==> src/rtl/vf_pattern_source_if.sv <==
// Frame-fetch link between usb_camera_top (master) and a pixel source (slave).
//   vf_sof  : start-of-frame pulse, master -> slave
//   vf_req  : pixel-advance request, master -> slave
//   vf_byte : current 8-bit pixel, slave -> master
interface vf_pattern_source_if;
    logic       vf_sof;
    logic       vf_req;
    logic [7:0] vf_byte;

    modport master (
        output vf_sof,
        output vf_req,
        input  vf_byte
    );

    modport slave (
        input  vf_sof,
        input  vf_req,
        output vf_byte
    );
endinterface

==> src/rtl/vf_pattern_source.sv <==
// Synthetic MONO8 frame source for the usb_camera_top frame-fetch interface.
// Presents pixel(k) on vf_byte, where k counts vf_req pulses since the last vf_sof.
// Ports:
//   clk       : pixel/USB core clock
//   rstn      : asynchronous active-low reset
//   mode      : pattern select (0 gradient, 1 bars, 2 checker, 3 bouncing box),
//               sampled at vf_sof
//   vf        : slave side of the frame-fetch link (vf_sof, vf_req in; vf_byte out)
//   frame_cnt : frame counter, +1 at every vf_sof, wraps 255 -> 0
//   overrun   : sticky, a request arrived past the last pixel of the frame
module vf_pattern_source #(
    parameter int unsigned FRAME_W  = 252,
    parameter int unsigned FRAME_H  = 120,
    parameter int unsigned BOX_SIZE = 16
) (
    input  logic                clk,
    input  logic                rstn,
    input  logic [1:0]          mode,
    vf_pattern_source_if.slave  vf,
    output logic [7:0]          frame_cnt,
    output logic                overrun
);

    localparam logic [13:0] X_LAST    = 14'(FRAME_W - 1);
    localparam logic [13:0] Y_LAST    = 14'(FRAME_H - 1);
    localparam logic [13:0] BOX_X_MAX = 14'(FRAME_W - BOX_SIZE);
    localparam logic [13:0] BOX_Y_MAX = 14'(FRAME_H - BOX_SIZE);
    localparam logic [14:0] BOX_LEN   = 15'(BOX_SIZE);

    logic [13:0] x_q, x_d;
    logic [13:0] y_q, y_d;
    logic [1:0]  mode_q, mode_d;
    logic [7:0]  frame_cnt_q, frame_cnt_d;
    logic [13:0] box_x_q, box_x_d;
    logic [13:0] box_y_q, box_y_d;
    logic        dx_neg_q, dx_neg_d;   // 1: box moving toward x = 0
    logic        dy_neg_q, dy_neg_d;   // 1: box moving toward y = 0
    logic        overrun_q, overrun_d;
    logic [7:0]  vf_byte_q, vf_byte_d;
    logic        in_box;

    always_comb begin
        x_d         = x_q;
        y_d         = y_q;
        mode_d      = mode_q;
        frame_cnt_d = frame_cnt_q;
        box_x_d     = box_x_q;
        box_y_d     = box_y_q;
        dx_neg_d    = dx_neg_q;
        dy_neg_d    = dy_neg_q;
        overrun_d   = overrun_q;

        if (vf.vf_sof) begin
            // vf_sof takes priority; a coincident vf_req is dropped.
            mode_d      = mode;
            frame_cnt_d = frame_cnt_q + 8'd1;
            box_x_d     = dx_neg_q ? box_x_q - 14'd1 : box_x_q + 14'd1;
            box_y_d     = dy_neg_q ? box_y_q - 14'd1 : box_y_q + 14'd1;
            if (box_x_d == BOX_X_MAX) begin
                dx_neg_d = 1'b1;
            end else if (box_x_d == 14'd0) begin
                dx_neg_d = 1'b0;
            end
            if (box_y_d == BOX_Y_MAX) begin
                dy_neg_d = 1'b1;
            end else if (box_y_d == 14'd0) begin
                dy_neg_d = 1'b0;
            end
            x_d       = 14'd0;
            y_d       = 14'd0;
            overrun_d = 1'b0;
        end else if (vf.vf_req) begin
            if (x_q == X_LAST) begin
                x_d = 14'd0;
                if (y_q == Y_LAST) begin
                    y_d       = 14'd0;
                    overrun_d = 1'b1;
                end else begin
                    y_d = y_q + 14'd1;
                end
            end else begin
                x_d = x_q + 14'd1;
            end
        end
    end

    // The pixel is computed from next-state values so vf_byte tracks k with
    // exactly one cycle of latency, including the new frame's settings at vf_sof.
    always_comb begin
        in_box = ({1'b0, x_d} >= {1'b0, box_x_d}) &&
                 ({1'b0, x_d} <  {1'b0, box_x_d} + BOX_LEN) &&
                 ({1'b0, y_d} >= {1'b0, box_y_d}) &&
                 ({1'b0, y_d} <  {1'b0, box_y_d} + BOX_LEN);

        vf_byte_d = 8'h00;
        unique case (mode_d)
            2'd0: vf_byte_d = x_d[7:0] + y_d[7:0] + frame_cnt_d;
            2'd1: vf_byte_d = {x_d[7:5], 5'b00000};
            2'd2: vf_byte_d = (x_d[4] ^ y_d[4]) ? 8'hFF : 8'h00;
            2'd3: vf_byte_d = in_box ? 8'hFF : 8'h40;
            default: vf_byte_d = 8'h00;
        endcase
    end

    always_ff @(posedge clk or negedge rstn) begin
        if (!rstn) begin
            x_q         <= 14'd0;
            y_q         <= 14'd0;
            mode_q      <= 2'd0;
            frame_cnt_q <= 8'd0;
            box_x_q     <= 14'd0;
            box_y_q     <= 14'd0;
            dx_neg_q    <= 1'b0;
            dy_neg_q    <= 1'b0;
            overrun_q   <= 1'b0;
            vf_byte_q   <= 8'd0;
        end else begin
            x_q         <= x_d;
            y_q         <= y_d;
            mode_q      <= mode_d;
            frame_cnt_q <= frame_cnt_d;
            box_x_q     <= box_x_d;
            box_y_q     <= box_y_d;
            dx_neg_q    <= dx_neg_d;
            dy_neg_q    <= dy_neg_d;
            overrun_q   <= overrun_d;
            vf_byte_q   <= vf_byte_d;
        end
    end

    assign vf.vf_byte = vf_byte_q;
    assign frame_cnt  = frame_cnt_q;
    assign overrun    = overrun_q;

endmodule

==> src/flat_wrapper.sv <==
// flat-port wrapper written by rule: the top's interface ports become plain ports
module vf_pattern_source_flat 
#(
    parameter int unsigned FRAME_W  = 252,
    parameter int unsigned FRAME_H  = 120,
    parameter int unsigned BOX_SIZE = 16
)
  (clk, rstn, mode, frame_cnt, overrun, vf_vf_sof, vf_vf_req, vf_vf_byte);
  vf_pattern_source_if vf_i ();
  input  logic clk;
  input  logic rstn;
  input  logic [1:0] mode;
  output logic [7:0] frame_cnt;
  output logic overrun;
  input wire logic [$bits(vf_i.vf_sof)-1:0] vf_vf_sof;
  input wire logic [$bits(vf_i.vf_req)-1:0] vf_vf_req;
  output wire logic [$bits(vf_i.vf_byte)-1:0] vf_vf_byte;
  assign vf_i.vf_sof = vf_vf_sof;
  assign vf_i.vf_req = vf_vf_req;
  assign vf_vf_byte = vf_i.vf_byte;
  vf_pattern_source #(.FRAME_W(FRAME_W), .FRAME_H(FRAME_H), .BOX_SIZE(BOX_SIZE)) u_core (.clk(clk), .rstn(rstn), .mode(mode), .vf(vf_i), .frame_cnt(frame_cnt), .overrun(overrun));
endmodule
==> config.mk <==
export PLATFORM = sky130hd
export DESIGN_NAME = vf_pattern_source_flat
export DESIGN_NICKNAME = d
export VERILOG_FILES = /design/src/rtl/vf_pattern_source_if.sv /design/src/rtl/vf_pattern_source.sv /design/src/flat_wrapper.sv
export SDC_FILE = /design/constraint.sdc
export NUM_CORES = 1
export LEC_CHECK = 0
export CAP_MARGIN = 10
export CORE_MARGIN = 1.5
export CORE_UTILIZATION = 40
export CTS_CLUSTER_SIZE = 8
export DETAILED_ROUTE_END_ITERATION = 8
export GPL_TIMING_DRIVEN = 0
export HOLD_SLACK_MARGIN = 0.03
export PLACE_DENSITY = 0.58
export SYNTH_ARGS = -nofsm -noshare
export SYNTH_HDL_FRONTEND = slang
export SYNTH_SLANG_ARGS = --single-unit
==> constraint.sdc <==
create_clock -name clk -period 6.45 [get_ports clk]
set_input_delay 0.645 -clock clk [delete_from_list [all_inputs] [get_ports clk]]
set_output_delay 0.645 -clock clk [all_outputs]
set_load 0.02 [all_outputs]
==> metrics.md <==
| Metric | Value |
|---|---|
| Outcome | `completed` |
| EDFF count, synth | `0` |
| Area leader, netlist | `dfrtp_1` |
| Average cell area after synthesis | `about 8.6 µm²` |
| Xor/xnor share of the synthesized area | `0.0807` |
| Initial Util | `0.409` |
| Syn. warnings | `0` |
| Pwr Total | `about 2.9 mW` |
| Combinational family with the most area after synthesis | `compound AO/OA/AOI/OAI gates` |
| Pre-CTS WS | `-0.519 ns` |
| Most area-consuming cells after synthesis | `dfrtp_1 27%, ha_1 15%, xnor2_1 4.8%, nand2_1 4.1%, inv_1 3.9%` |
| Max Clk Rate | `172 MHz` |
| Worst r2r dst | `u_core.vf.vf_byte[7]` |
| Final WL | `approximately 17 mm` |
| Post-synth top area share | `0.274` |
| Worst vdd ir | `approximately 190 µV` |
| Crit path capture type | `register` |
| Maximum net fanout on the critical path | `28` |
| Number of diodes | `0` |
| Grt ovf | `0` |
| Antenna viol nets, final | `0` |
| Max-slew headroom | `0.383` |
| Drt first pass iters | `5` |
| RSZ-0062 raised after global routing | `false` |
| HP Class | `input pin to asynchronous set/reset pin` |
| Via count of the first global-routing pass | `5780` |
| Leak Pwr | `around 3.7 nW` |
| Commonest non-fill, non-tap cell in the layout | `ha_1` |
| Ys flop type | `dfrtp_1` |
| Synth unique cells | `73` |
| Most frequent cells in the layout | `86 x ha_1, 77 x dfrtp_1, 76 x nand2_1` |
| Gr usage total | `0.204` |
| CP Launch Point | `vf_vf_sof` |
| Seq/Total Area, Yosys | `0.274` |
| # setup viols final | `0` |
| Global-route wire length before repair | `a little under 30 mm` |
| Clk sinks | `just under 80` |
| Mux contribution to synthesized area | `0.0322` |
| Critical path type | `input pin to register` |
| Placed cells | `roughly 1100` |
| Clk slew on worst S/H paths | `0.06 ns` |
| Die area | `roughly 0.018 mm²` |
| RR Startpoint | `u_core.x_q[2]` |
| Worst Setup Start Kind | `input pin` |
| Final Cell Area | `a little under 0.008 mm²` |
| Die width | `approximately 140 µm` |
| #FFs+latches synth | `just under 80` |
| Worst-margin pin slew | `~0.9 ns` |
| Final core occ | `0.457` |
| Area Growth Syn to Fin | `11.8%` |
| Worst Clk Skew | `around 0.007 ns` |
| Pwr Density | `~370 mW/mm²` |
| Largest net degree at the start of global routing | `56` |
| Worst-Skew Late Latency | `~0.34 ns` |
| Final max-slew violation count | `0` |
| Cts repair resizes | `0` |
| Placed Instance Area | `around 0.0076 mm²` |
| Post-synthesis compound-gate area fraction | `0.193` |
| Worst-case clock buffer depth | `2` |
| Hold Vio Cnt, Final | `0` |
| Initial antenna violation count | `0` |
| 1st-iter DRT viols | `just under 300` |
| Max_cap viols | `0` |
| Share of layout cells above drive strength 1 | `0.0574` |
| DR vias | `about 6000` |
| Mapped Cells | `between 800 and 900` |
| Site Rows | `48` |
| # Post-CTS Setup Buffers | `0` |
| Setup slack after layout | `between 0.6 and 0.7 ns` |
| Arrival time worst endpoint | `~6 ns` |
| TritonCTS clock tree | `done` |
| NumNets Final | `roughly 950` |
| Via density per instance | `5.45` |
| R2R Setup Slk | `about 0.87 ns` |
| Simple-Gate Fraction of Synth Area | `0.185` |
| Layout Cells excl Fill | `1079` |
| CTS buffer count | `9` |
| PortBufs | `21` |
| Die Y | `136 µm` |
| Root Driver | `clkbuf_16` |
| Htree depth | `3` |
| Setup crit end | `u_core.vf.vf_byte[7]` |
| Std-Cell Core Area | `0.0172 mm²` |
| Syn_nets | `920` |
| DRC | `0` |
| Synth async-reset ratio | `1.00` |
| Hpwl dp | `13.9 mm` |
| Routability congestion estimate | `0.838` |
| Cell area after synthesis | `between 0.007 and 0.008 mm²` |
| Adder-Cell Fraction of Synth Area | `0.181` |
| Boundary Pins | `23` |
| Req. time, crit path | `between 6 and 7 ns` |
| Tmin final | `~5.8 ns` |
| Wire length per cell after detailed routing | `16.1 µm` |
| R2R depth | `18` |
| Final period utilization | `0.900` |
==> kinds of logic (layout without fill, tap and decap cells) <==
logic type	count (synthesis)	after routing
and+or+nand+nor	265	265
buffers and inverters	98	134
xor gates and xnor gates	64	64
adders and majority gates	96	96
muxes	22	22
AOI/OAI and AO/OA	196	196
DFF	77	77
==> metrics by stage <==
step | setup TNS [ns] | hold WS [ns]
floorplan | 0 | 0.349
global placement | -0.895 | 0.478
detailed placement | -1.04 | 0.494
CTS | 0 | 0.216
global route | 0 | 0.224
finish | 0 | 0.208
==> what timing repair did <==
action / CTS / global route
setup endpoints to repair: 1 / 1
hold buffers: 0 / 0
cloned: 0 / 0
hold endpoints to repair: 0 / 0
pin swaps: 0 / 0
==> worst max-delay path: stages <==
cell	delay, ns
clkdlybuf4s50_1	0.56
buf_2	0.35
buf_2	0.33
buf_2	0.31
buf_2	0.66
mux2_2	0.42
inv_1	0.07
fa_1	0.40
inv_1	0.08
ha_1	0.16
inv_1	0.05
fa_1	0.40
nor2b_1	0.12
o21ai_0	0.10
a21boi_0	0.18
o21ai_0	0.11
and3_1	0.19
o21ai_0	0.47
nand3_1	0.14
a21oi_1	0.19
a221oi_2	0.07
==> registers in the layout, indices dropped and copies added, names as in the netlist <==
| name | cells |
|---|---|
| u_core.x_q | 14 |
| u_core.dx_neg_q | 1 |
| u_core.mode_q | 2 |
| u_core.box_y_q | 14 |
| u_core.vf.vf_byte | 8 |
| u_core.frame_cnt | 8 |
| u_core.overrun | 1 |
| u_core.dy_neg_q | 1 |
| u_core.y_q | 14 |
| u_core.box_x_q | 14 |
==> cells in the mapped netlist, drive strengths merged (18+ instances only) <==
library cell	count
dfrtp	77
nand2	77
xor2	24
nand3	21
o21ai	47
nor2	57
nor3	20
a21o	18
nand4	19
a21oi	46
ha	86
xnor2	40
inv	75
==> per-layer routing <==
metal / wire, µm / global-route usage / up-vias
met5: 0 / 0 / -
met4: 333 / 0.0663 / 0
met3: 510 / 0.0277 / 15
met2: 8240 / 0.345 / 104
met1: 8290 / 0.268 / 2773
li1: - / - / 2985
==> where the power goes <==
| part | internal [mW] | leakage, nW | total, mW | switching (mW) |
|---|---|---|---|---|
| Clock | 0.341 | 0.156 | 0.559 | 0.218 |
| Sequential | 0.603 | 0.990 | 0.693 | 0.0899 |
| Combinational | 0.690 | 2.57 | 1.70 | 1.01 |
==> worst min path at each step <==
stage | end | cells after the start | from
floorplan | u_core.box_x_q[0] | 0 | rstn
global placement | u_core.overrun | 2 | u_core.overrun
detailed placement | u_core.overrun | 2 | u_core.overrun
CTS | u_core.box_x_q[6] | 1 | rstn
global route | u_core.box_x_q[8] | 1 | rstn
finish | u_core.box_x_q[8] | 1 | rstn
==> cell type report <==
| type | instances | area, µm² |
|---|---|---|
| multi-input combinational | 643 | 4740 |
| fill | 1637 | 9360 |
| clock inverter | 7 | 98.8 |
| inverter | 77 | 289 |
| tap | 225 | 282 |
| sequential | 77 | 1930 |
| clock buffer | 9 | 225 |
| buffer | 19 | 83.8 |
| timing repair buffer | 22 | 235 |
No activity file was read; power rests on OpenSTA's default activity.
